**src/rtl/mem_pkg.sv**
```systemverilog
// Shared encodings for the load/store engine: funct3 widths, fault causes, FSM states.
package mem_pkg;

  localparam logic [2:0] F3_B  = 3'b000;
  localparam logic [2:0] F3_H  = 3'b001;
  localparam logic [2:0] F3_W  = 3'b010;
  localparam logic [2:0] F3_D  = 3'b011;
  localparam logic [2:0] F3_BU = 3'b100;
  localparam logic [2:0] F3_HU = 3'b101;
  localparam logic [2:0] F3_WU = 3'b110;

  typedef enum logic [1:0] {
    CauseNone       = 2'b00,
    CauseMisaligned = 2'b01,
    CauseIllegal    = 2'b10,
    CauseTimeout    = 2'b11
  } cause_e;

  typedef enum logic [1:0] {
    StIdle = 2'b00,
    StBus  = 2'b01,
    StResp = 2'b10
  } state_e;

endpackage

```
**src/rtl/lane_align.sv**
```systemverilog
// Combinational byte-lane steering: store data/mask placement, load shift and extension,
// plus misaligned and illegal-width detection.
module lane_align
  import mem_pkg::*;
#(
  parameter int unsigned XLEN = 32,
  localparam int unsigned NB = XLEN / 8,
  localparam int unsigned OFF_W = $clog2(NB)
) (
  input  logic             is_write,
  input  logic [2:0]       funct3,
  input  logic [OFF_W-1:0] off,
  input  logic [XLEN-1:0]  wdata,
  input  logic [XLEN-1:0]  rdata,
  output logic [NB-1:0]    mask,
  output logic [XLEN-1:0]  wdata_steer,
  output logic [XLEN-1:0]  rdata_ext,
  output logic             misaligned,
  output logic             illegal
);

  logic [3:0]      nbytes;
  logic [15:0]     size_ones;
  logic [XLEN-1:0] shifted_w;
  logic [XLEN-1:0] shifted_r;
  logic [XLEN-1:0] lane_bits;

  // Lane mask, alignment and legality of the access width.
  always_comb begin
    nbytes     = 4'd1 << funct3[1:0];
    size_ones  = (16'd1 << nbytes) - 16'd1;
    mask       = NB'(size_ones << off);
    // Size is a power of two, so off mod size is just the low bits of off.
    misaligned = (off & OFF_W'(nbytes - 4'd1)) != '0;
    if (is_write) begin
      illegal = funct3[2];
    end else begin
      illegal = (funct3 == 3'b111) || ((XLEN == 32) && ((funct3 == F3_D) || (funct3 == F3_WU)));
    end
  end

  // Store data moved to its lanes; lanes outside the mask forced to zero.
  always_comb begin
    lane_bits = '0;
    shifted_w = wdata << {off, 3'b000};
    for (int i = 0; i < NB; i++) begin
      lane_bits[8*i +: 8] = {8{mask[i]}};
    end
    wdata_steer = shifted_w & lane_bits;
  end

  // Load data shifted down to bit 0 then sign- or zero-extended by width.
  always_comb begin
    shifted_r = rdata >> {off, 3'b000};
    case (funct3)
      F3_B:    rdata_ext = XLEN'($signed(shifted_r[7:0]));
      F3_H:    rdata_ext = XLEN'($signed(shifted_r[15:0]));
      F3_W:    rdata_ext = XLEN'($signed(shifted_r[31:0]));
      F3_BU:   rdata_ext = XLEN'(shifted_r[7:0]);
      F3_HU:   rdata_ext = XLEN'(shifted_r[15:0]);
      F3_WU:   rdata_ext = XLEN'(shifted_r[31:0]);
      default: rdata_ext = shifted_r;
    endcase
  end

endmodule

```
**src/rtl/mem_access_unit.sv**
```systemverilog
// Load/store engine between the core control FSM and the system bus, with handshakes,
// lane steering, fault detection and a bus wait-state timeout.
module mem_access_unit
  import mem_pkg::*;
#(
  parameter int unsigned XLEN           = 32,
  parameter int unsigned ADDR_W         = 32,
  parameter int unsigned TIMEOUT_CYCLES = 255
) (
  input  logic                clk,
  input  logic                reset,
  input  logic                req_valid,
  output logic                req_ready,
  input  logic                req_write,
  input  logic [2:0]          req_funct3,
  input  logic [ADDR_W-1:0]   req_addr,
  input  logic [XLEN-1:0]     req_wdata,
  output logic                rsp_valid,
  output logic [XLEN-1:0]     rsp_rdata,
  output logic                rsp_fault,
  output logic [1:0]          rsp_cause,
  output logic                bus_valid,
  input  logic                bus_ready,
  output logic                bus_write,
  output logic [ADDR_W-1:0]   bus_addr,
  output logic [XLEN-1:0]     bus_wdata,
  output logic [XLEN/8-1:0]   bus_byteMask,
  input  logic [XLEN-1:0]     bus_rdata
);

  localparam int unsigned NB    = XLEN / 8;
  localparam int unsigned OFF_W = $clog2(NB);
  localparam int unsigned CNT_W = (TIMEOUT_CYCLES > 1) ? $clog2(TIMEOUT_CYCLES) : 1;
  // Counter value at which the next unanswered BUS cycle expires the request.
  localparam logic [CNT_W-1:0] CntLast =
      CNT_W'((TIMEOUT_CYCLES == 0) ? 0 : int'(TIMEOUT_CYCLES) - 1);

  state_e            state_q, state_d;
  logic [2:0]        funct3_q, funct3_d;
  logic [OFF_W-1:0]  off_q, off_d;
  logic              write_q, write_d;
  logic [CNT_W-1:0]  cnt_q, cnt_d;
  logic              bus_valid_q, bus_valid_d;
  logic              bus_write_q, bus_write_d;
  logic [ADDR_W-1:0] bus_addr_q, bus_addr_d;
  logic [XLEN-1:0]   bus_wdata_q, bus_wdata_d;
  logic [NB-1:0]     bus_mask_q, bus_mask_d;
  logic [XLEN-1:0]   rsp_rdata_q, rsp_rdata_d;
  logic              rsp_fault_q, rsp_fault_d;
  cause_e            rsp_cause_q, rsp_cause_d;

  logic              la_write;
  logic [2:0]        la_funct3;
  logic [OFF_W-1:0]  la_off;
  logic [NB-1:0]     la_mask;
  logic [XLEN-1:0]   la_wdata;
  logic [XLEN-1:0]   la_rdata;
  logic              la_misaligned;
  logic              la_illegal;

  // One aligner serves both phases: live request in IDLE, captured request afterwards.
  always_comb begin
    if (state_q == StIdle) begin
      la_write  = req_write;
      la_funct3 = req_funct3;
      la_off    = req_addr[OFF_W-1:0];
    end else begin
      la_write  = write_q;
      la_funct3 = funct3_q;
      la_off    = off_q;
    end
  end

  lane_align #(
    .XLEN(XLEN)
  ) u_lane_align (
    .is_write   (la_write),
    .funct3     (la_funct3),
    .off        (la_off),
    .wdata      (req_wdata),
    .rdata      (bus_rdata),
    .mask       (la_mask),
    .wdata_steer(la_wdata),
    .rdata_ext  (la_rdata),
    .misaligned (la_misaligned),
    .illegal    (la_illegal)
  );

  // Next-state, capture and response logic for the IDLE/BUS/RESP sequence.
  always_comb begin
    state_d     = state_q;
    funct3_d    = funct3_q;
    off_d       = off_q;
    write_d     = write_q;
    cnt_d       = cnt_q;
    bus_valid_d = bus_valid_q;
    bus_write_d = bus_write_q;
    bus_addr_d  = bus_addr_q;
    bus_wdata_d = bus_wdata_q;
    bus_mask_d  = bus_mask_q;
    rsp_rdata_d = rsp_rdata_q;
    rsp_fault_d = rsp_fault_q;
    rsp_cause_d = rsp_cause_q;
    req_ready   = 1'b0;

    unique case (state_q)
      StIdle: begin
        req_ready = 1'b1;
        if (req_valid) begin
          funct3_d    = req_funct3;
          off_d       = req_addr[OFF_W-1:0];
          write_d     = req_write;
          cnt_d       = '0;
          rsp_rdata_d = '0;
          if (la_illegal) begin
            state_d     = StResp;
            rsp_fault_d = 1'b1;
            rsp_cause_d = CauseIllegal;
          end else if (la_misaligned) begin
            state_d     = StResp;
            rsp_fault_d = 1'b1;
            rsp_cause_d = CauseMisaligned;
          end else begin
            state_d     = StBus;
            bus_valid_d = 1'b1;
            bus_write_d = req_write;
            bus_addr_d  = {req_addr[ADDR_W-1:OFF_W], {OFF_W{1'b0}}};
            bus_wdata_d = req_write ? la_wdata : '0;
            bus_mask_d  = la_mask;
          end
        end
      end
      StBus: begin
        // A handshake in the limit cycle still completes normally.
        if (bus_ready) begin
          state_d     = StResp;
          bus_valid_d = 1'b0;
          rsp_fault_d = 1'b0;
          rsp_cause_d = CauseNone;
          rsp_rdata_d = write_q ? '0 : la_rdata;
        end else if ((TIMEOUT_CYCLES != 0) && (cnt_q == CntLast)) begin
          state_d     = StResp;
          bus_valid_d = 1'b0;
          cnt_d       = '0;
          rsp_fault_d = 1'b1;
          rsp_cause_d = CauseTimeout;
          rsp_rdata_d = '0;
        end else if (TIMEOUT_CYCLES != 0) begin
          cnt_d = cnt_q + CNT_W'(1);
        end
      end
      StResp: begin
        state_d     = StIdle;
        rsp_rdata_d = '0;
        rsp_fault_d = 1'b0;
        rsp_cause_d = CauseNone;
      end
      default: begin
        state_d = StIdle;
      end
    endcase
  end

  // State and output registers with synchronous active-low reset.
  always_ff @(posedge clk) begin
    if (!reset) begin
      state_q     <= StIdle;
      funct3_q    <= '0;
      off_q       <= '0;
      write_q     <= 1'b0;
      cnt_q       <= '0;
      bus_valid_q <= 1'b0;
      bus_write_q <= 1'b0;
      bus_addr_q  <= '0;
      bus_wdata_q <= '0;
      bus_mask_q  <= '0;
      rsp_rdata_q <= '0;
      rsp_fault_q <= 1'b0;
      rsp_cause_q <= CauseNone;
    end else begin
      state_q     <= state_d;
      funct3_q    <= funct3_d;
      off_q       <= off_d;
      write_q     <= write_d;
      cnt_q       <= cnt_d;
      bus_valid_q <= bus_valid_d;
      bus_write_q <= bus_write_d;
      bus_addr_q  <= bus_addr_d;
      bus_wdata_q <= bus_wdata_d;
      bus_mask_q  <= bus_mask_d;
      rsp_rdata_q <= rsp_rdata_d;
      rsp_fault_q <= rsp_fault_d;
      rsp_cause_q <= rsp_cause_d;
    end
  end

  assign rsp_valid    = (state_q == StResp);
  assign rsp_rdata    = rsp_rdata_q;
  assign rsp_fault    = rsp_fault_q;
  assign rsp_cause    = rsp_cause_q;
  assign bus_valid    = bus_valid_q;
  assign bus_write    = bus_write_q;
  assign bus_addr     = bus_addr_q;
  assign bus_wdata    = bus_wdata_q;
  assign bus_byteMask = bus_mask_q;

endmodule

```
**config.mk**
```make
export PLATFORM = sky130hd
export DESIGN_NAME = mem_access_unit
export DESIGN_NICKNAME = d
export VERILOG_FILES = /design/src/rtl/mem_pkg.sv /design/src/rtl/lane_align.sv /design/src/rtl/mem_access_unit.sv
export SDC_FILE = /design/constraint.sdc
export NUM_CORES = 1
export LEC_CHECK = 0
export BUFFER_PORTS_ARGS = -buffer_cell sky130_fd_sc_hd__buf_2
export CAP_MARGIN = 20
export CORE_MARGIN = 4
export CORE_UTILIZATION = 54
export CTS_CLUSTER_SIZE = 25
export DETAILED_ROUTE_END_ITERATION = 7
export PLACE_DENSITY = 0.86
export SYNTH_ARGS = -nofsm -noshare
export SYNTH_HDL_FRONTEND = slang
export SYNTH_SLANG_ARGS = --single-unit
```
**constraint.sdc**
```tcl
create_clock -name clk -period 4.7 [get_ports clk]
set_clock_uncertainty 0.15 [all_clocks]
set_input_delay 0.47 -clock clk [delete_from_list [all_inputs] [get_ports clk]]
set_output_delay 0.47 -clock clk [all_outputs]
set_load 0.005 [all_outputs]
```
# Word level (Yosys, flattened, before mapping)
# Index checks and enable logic that the tools add are counted.
# totals
register_bits	119
inputBits	104
out_inout_bits	107
wordCells	94
# op_classes
add_sub_neg	3
eq_ne	15
shift	5
muxes	40
bitwise_logic	4
n_reduce_logical	14
# ops
operator	count
32-bit two-way mux	5
32-bit one-hot mux with 4 select lines	1
32-bit one-hot mux with 3 select lines	1
32-bit AND	1
32-bit by 5-bit left shift with 32-bit output	1
32-bit by 5-bit right shift with 32-bit output	1
8-bit two-way mux	3
2-bit two-way mux	11
8-bit one-hot mux with 2 select lines	1
1-bit by 4-bit left shift with 16-bit output, first input constant	1
16-bit by 2-bit left shift with 4-bit output	1
16-bit by 1-bit subtractor with 16-bit output, second input constant	1
1-bit two-way mux	13
3-bit equality test, second input constant	4
8-bit by 1-bit adder with 8-bit output, second input constant	1
8-bit equality test, second input constant	1
2-bit != test, second input constant	4
4-bit AND reduction	2
3-bit != test, second input constant	2
2-bit one-hot mux with 3 select lines	1
3-bit AND reduction	2
5-bit AND reduction	1
2-bit one-hot mux with 2 select lines	1
2-bit AND reduction	2
16 further kinds	19

# Logic depth before layout (Yosys ltp)
# depth
depth_word	10
ltp_mapped	10
depth_no_buf	7

# Hierarchy
# A second synthesis with hierarchy kept.
# hier_totals
hier_cells	741
hier_area_um2	6266.0
# modules_own_cells
module	instances	cells_each	area_each_um2	seq_area_each_um2
mem_access_unit	1	506	4709.5	2382.3
lane_align	1	235	1556.5	0.0

# Worst setup path after synthesis
# No wires, ideal clock.
# synth_timing
path_type	flip-flop to flip-flop
startpoint	reg state_q[0]
endpoint	reg rsp_rdata_q[12], in the netlist rsp_rdata[12]
setup_time_ps	117
arrival_time_ps	2283
required_time_ps	4433
slack_ps	2151
path_stages_with_launch	10
path_buffers	2
period_less_slack_ps	2549
path_cell_list	dfxtp_1 inv_1 ha_1 buf_6 mux2i_1 buf_2 mux2_2 a22oi_1 o21ai_0 a22o_1
# synth_between
elab_chain_len	7
elab_cells_between_ends	18
classes_between	eq/ne: 7; shift: 1; mux: 6; reduce/logical: 4
# synth_rtl
element	line	source
from (decl)	mem_access_unit.sv:38	state_e state_q, state_d;
from (signal assigned)	mem_access_unit.sv:167	state_q <= StIdle;
from (signal assigned)	mem_access_unit.sv:181	state_q <= state_d;
2-bit logical NOT	mem_access_unit.sv:63, mem_access_unit.sv:106	
2-bit two-way mux / 3-bit two-way mux (equally long branches)	mem_access_unit.sv:63	if (state_q == StIdle) begin
32-bit by 5-bit right shift with 32-bit output (tied with other cells)	lane_align.sv:54	shifted_r = rdata >> {off, 3'b000};
32-bit one-hot mux with 4 select lines	lane_align.sv:55	case (funct3)
32-bit two-way mux	mem_access_unit.sv:140	rsp_rdata_d = write_q ? '0 : la_rdata;
32-bit two-way mux	mem_access_unit.sv:135	if (bus_ready) begin
32-bit one-hot mux with 3 select lines	mem_access_unit.sv:106	unique case (state_q)
to (signal assigned)	mem_access_unit.sv:191	rsp_rdata_q <= rsp_rdata_d;
to (decl)	mem_access_unit.sv:48	logic [XLEN-1:0] rsp_rdata_q, rsp_rdata_d;
# Parallel ways exist; a longest one is shown, timed or not.
# A chain may end at the register's enable or synchronous reset.

# Final worst setup path
# layout_timing
startpoint	reg state_q[1]
endpoint	reg bus_wdata_q[22], in the netlist bus_wdata[22]
# layout_between
elab_chain_len	8
elab_cells_between_ends	23
classes_between	add/sub: 2; eq/ne: 3; shift: 4; mux: 5; bitwise: 4; reduce/logical: 5
# layout_rtl
element	line	source
2-bit logical NOT (*)	mem_access_unit.sv:63, mem_access_unit.sv:106	
3-bit two-way mux	mem_access_unit.sv:63	
1-bit by 2-bit left shift with 4-bit output (tied with other cells)	lane_align.sv:30	nbytes = 4'd1 << funct3[1:0];
1-bit by 4-bit left shift with 16-bit output (tied with other cells)	lane_align.sv:31	size_ones = (16'd1 << nbytes) - 16'd1;
16-bit by 1-bit subtractor with 16-bit output (tied with other cells)	lane_align.sv:31	
16-bit by 2-bit left shift with 4-bit output (tied with other cells)	lane_align.sv:32	mask = NB'(size_ones << off);
32-bit AND / 1-bit inverter (equally long branches)	--	
32-bit two-way mux / 4-bit AND reduction (equally long branches)	--	
to (signal assigned)	mem_access_unit.sv:189	bus_wdata_q <= bus_wdata_d;
to (decl)	mem_access_unit.sv:46	logic [XLEN-1:0] bus_wdata_q, bus_wdata_d;
# Mark *: on every way between the ends. The rest lies on a longest branch, timed or not.

==> impl_metrics.csv <==
group,metric,value,unit
power,power_per_cell_area,398,nW/um2
setup_path,crit_type,"reg2reg",
power,seqPwrFrac,0.359,
clock_network,post_cts.repair.setup_buffers,0,
timing,max-slew-margin-rel,0.387,
global_routing,overflow,0,
setup_path,crit_fanout,45,
floorplanning,pin_count,211,
layout,fillCellCount,793,
timing,setup_viol,0,
floorplanning,start_util,0.561,
place,dp.cells,953,
clock_network,clock_sinks,119,
floorplanning,dieArea,12600,um2
timing,finalHoldViolations,0,
route,drt_wl_total,17.5,mm
floorplanning,core-area,10500,um2
route,via_per_inst,5.89,
route,via_count,5804,
clock_network,clk_pin_slew,0.05,ns
timing,max_clock_freq,0.293,GHz
layout,finish.utilization,0.719,
flow_run,maxCapViolCount,0,
synth,syn_area,5870,um2
place,port_buffers,208,
power,ir_worst_vdd,0.208,mV
place,place_worst_setup_slack,1.35,ns
power,combPwrFrac,0.203,
power,internal-power,0.00217,W
synth,ys_types,63,
layout,layout.cells.most_common_list,"buf_2, nand2_1, dfxtp_1",
timing,setup_tns,0,ns
global_routing,track_usage,0.275,
setup_path,required,4.95,ns
power,swShare,0.274,
clock_network,numCtsBuffers,17,
floorplanning,die_y,112,um
synth,ys.warnings.count,0,
route,first_pass_iters,6,
route,wl_per_cell,17.7,um
status,status,"complete, no violations",
floorplanning,rows,37,
timing,fin_crit_sh,0.725,
setup_path,reg2reg_setup_slack,1.29,ns
setup_path,cp-end-kind,"flip-flop",
hold_path,min_path_type,"in2reg",
route,drt_iter0_drc,561,
power,leakagePower,3.31,nW
timing,worst_pin_slew,0.913,ns
floorplanning,die_w,112,um
global_routing,grt_pass1_wl,28.4,mm
synth,ys_seq_elements,119,
clock_network,clk_latency,0.51,ns
layout,final_common_cell,"buf_2",
synth,ys_seq_area_frac,0.406,
layout,final_layout_size_suffix_gt1_frac,0.337,
clock_network,clock_path_buffers,2,
clock_network,cts_tree,"yes",
timing,setup_slack,1.29,ns
clock_network,cts-root-buf,"clkbuf_8",
clock_network,htreeDepth,4,
route,antenna_left,0,
layout,final_cells,986,
synth,synth_cells,651,
timing,maxSlewViolCount,0,
synth,synth_async_sr_flop_share,0,
synth,synth_edf_count,0,
layout,multi_input_area,3230,um2
clock_network,holdBufCountCts,0,
setup_path,critical_path_arrival,3.66,ns
route,drc,0,
power,pwr-share-clk,0.437,
place,dp_hpwl,12.7,mm
place,routabilityCongestion,0.972,
clock_network,cts_resized,0,
setup_path,critPathLaunchType,"flip-flop",
layout,fin_nets,947,
timing,rsz0062_at_grt,"false",
synth,syn_avg_cell_area,9.01,um2
power,p_switching,0.000818,W
global_routing,antenna_found_initial,1,
layout,area_delta_synth_final,28.3,%
synth,synth_ff_type,"dfxtp_1",
timing,min_period,3.41,ns
global_routing,grt_max_degree,46,
layout,seqCellArea,2380,um2
global_routing,grt_pass1_vias,5867,
==> metal layers <==
| metal | track usage | share of wire | vias up |
|---|---|---|---|
| met3 | 0.0685 | 0.089 | 62 |
| met1 | 0.333 | 0.39 | 2714 |
| met4 | 0.126 | 0.037 | 0 |
| li1 | - | - | 2703 |
| met5 | 0 | 0 | - |
| met2 | 0.461 | 0.49 | 325 |
==> synth_stat cells (4+ instances only) <==
| master | instances | share of area |
|---|---|---|
| o2bb2ai_1 | 9 | 0.013 |
| nor2_1 | 32 | 0.020 |
| o21ai_0 | 16 | 0.014 |
| buf_6 | 6 | 0.012 |
| a22oi_1 | 15 | 0.019 |
| buf_2 | 14 | 0.012 |
| mux4_2 | 14 | 0.054 |
| a21boi_0 | 48 | 0.061 |
| buf_4 | 4 | 0.0051 |
| inv_1 | 5 | 0.0032 |
| a22o_1 | 23 | 0.034 |
| nor3b_1 | 4 | 0.0051 |
| nand3_1 | 22 | 0.019 |
| clkbuf_1 | 24 | 0.015 |
| nand2b_1 | 4 | 0.0043 |
| and2_1 | 6 | 0.0064 |
| a21oi_1 | 22 | 0.019 |
| dfxtp_1 | 119 | 0.41 |
| mux2i_1 | 17 | 0.029 |
| mux2_2 | 10 | 0.019 |
| or3_1 | 4 | 0.0043 |
| ha_1 | 6 | 0.013 |
| nor2b_1 | 10 | 0.011 |
| a31oi_1 | 9 | 0.0096 |
| o31ai_1 | 16 | 0.020 |
| nand2_1 | 143 | 0.092 |
==> worst max-delay path: stages (launching register included) <==
cell and delay [ns]:
dfxtp_1 0.34, inv_1 0.10, ha_1 0.15, buf_4 0.34, mux2i_1 0.23, buf_4 0.25
o21ba_2 0.22, or3_1 0.36, buf_4 0.27, and2_1 0.51, a22o_1 0.36
==> area by class of cell <==
type	instances	share of cell area
multi-input combinational	478	0.430
sequential	119	0.317
timing repair buffer	216	0.147
clock buffer	24	0.0652
tap	136	0.0226
clock inverter	7	0.0155
inverter	5	0.00249
antenna	1	0.000333
==> power by group through the flow <==
stage / Sequential (W) / Clock [W] / Combinational [W]
after floorplan: 0.00109 / 0 / 0.000426
after global placement: 0.00109 / 0 / 0.000577
after detailed placement: 0.00109 / 0 / 0.000594
after CTS: 0.00107 / 0.00132 / 0.000598
after global routing: 0.00108 / 0.00137 / 0.000666
final: 0.00108 / 0.00131 / 0.000609
==> sequential cells by signal (all words and copies together), names as in the netlist <==
name,flops
bus_write,1
bus_addr,30
off_q,2
bus_valid,1
rsp_cause,2
rsp_rdata,32
bus_byteMask,4
state_q,2
write_q,1
funct3_q,3
bus_wdata,32
cnt_q,8
rsp_fault,1
==> metrics by stage <==
stage	total power [W]	hold slack, ns	instance area, um2
2_1_floorplan	0.00152	0.299	5870
3_3_place_gp	0.00167	0.286	6900
3_5_place_dp	0.00169	0.291	6900
4_1_cts	0.00299	0.0371	7510
5_1_grt	0.00312	0.0441	7520
6_report	0.00299	0.0507	7520
==> kinds of logic after synthesis <==
logic type | synth area share
AND/OR/NAND/NOR | 0.193
AO/OA/AOI/OAI | 0.229
flip-flops | 0.406
buffers and inverters | 0.0484
multiplexers | 0.105
adder cells (fa/ha/maj) | 0.0128
XOR/XNOR | 0.00597
other | 0.000639
==> final timing paths <==
path / startpoint / end / depth (start not counted)
setup / recovery: state_q[1] / bus_wdata[22] / 10
hold / removal: req_addr[16] / bus_addr[16] / 3
hold reg to reg: rsp_rdata[29] / rsp_rdata[29] / 2
setup reg to reg: state_q[1] / bus_wdata[22] / 10
No activity file was read; power rests on OpenSTA's default activity.
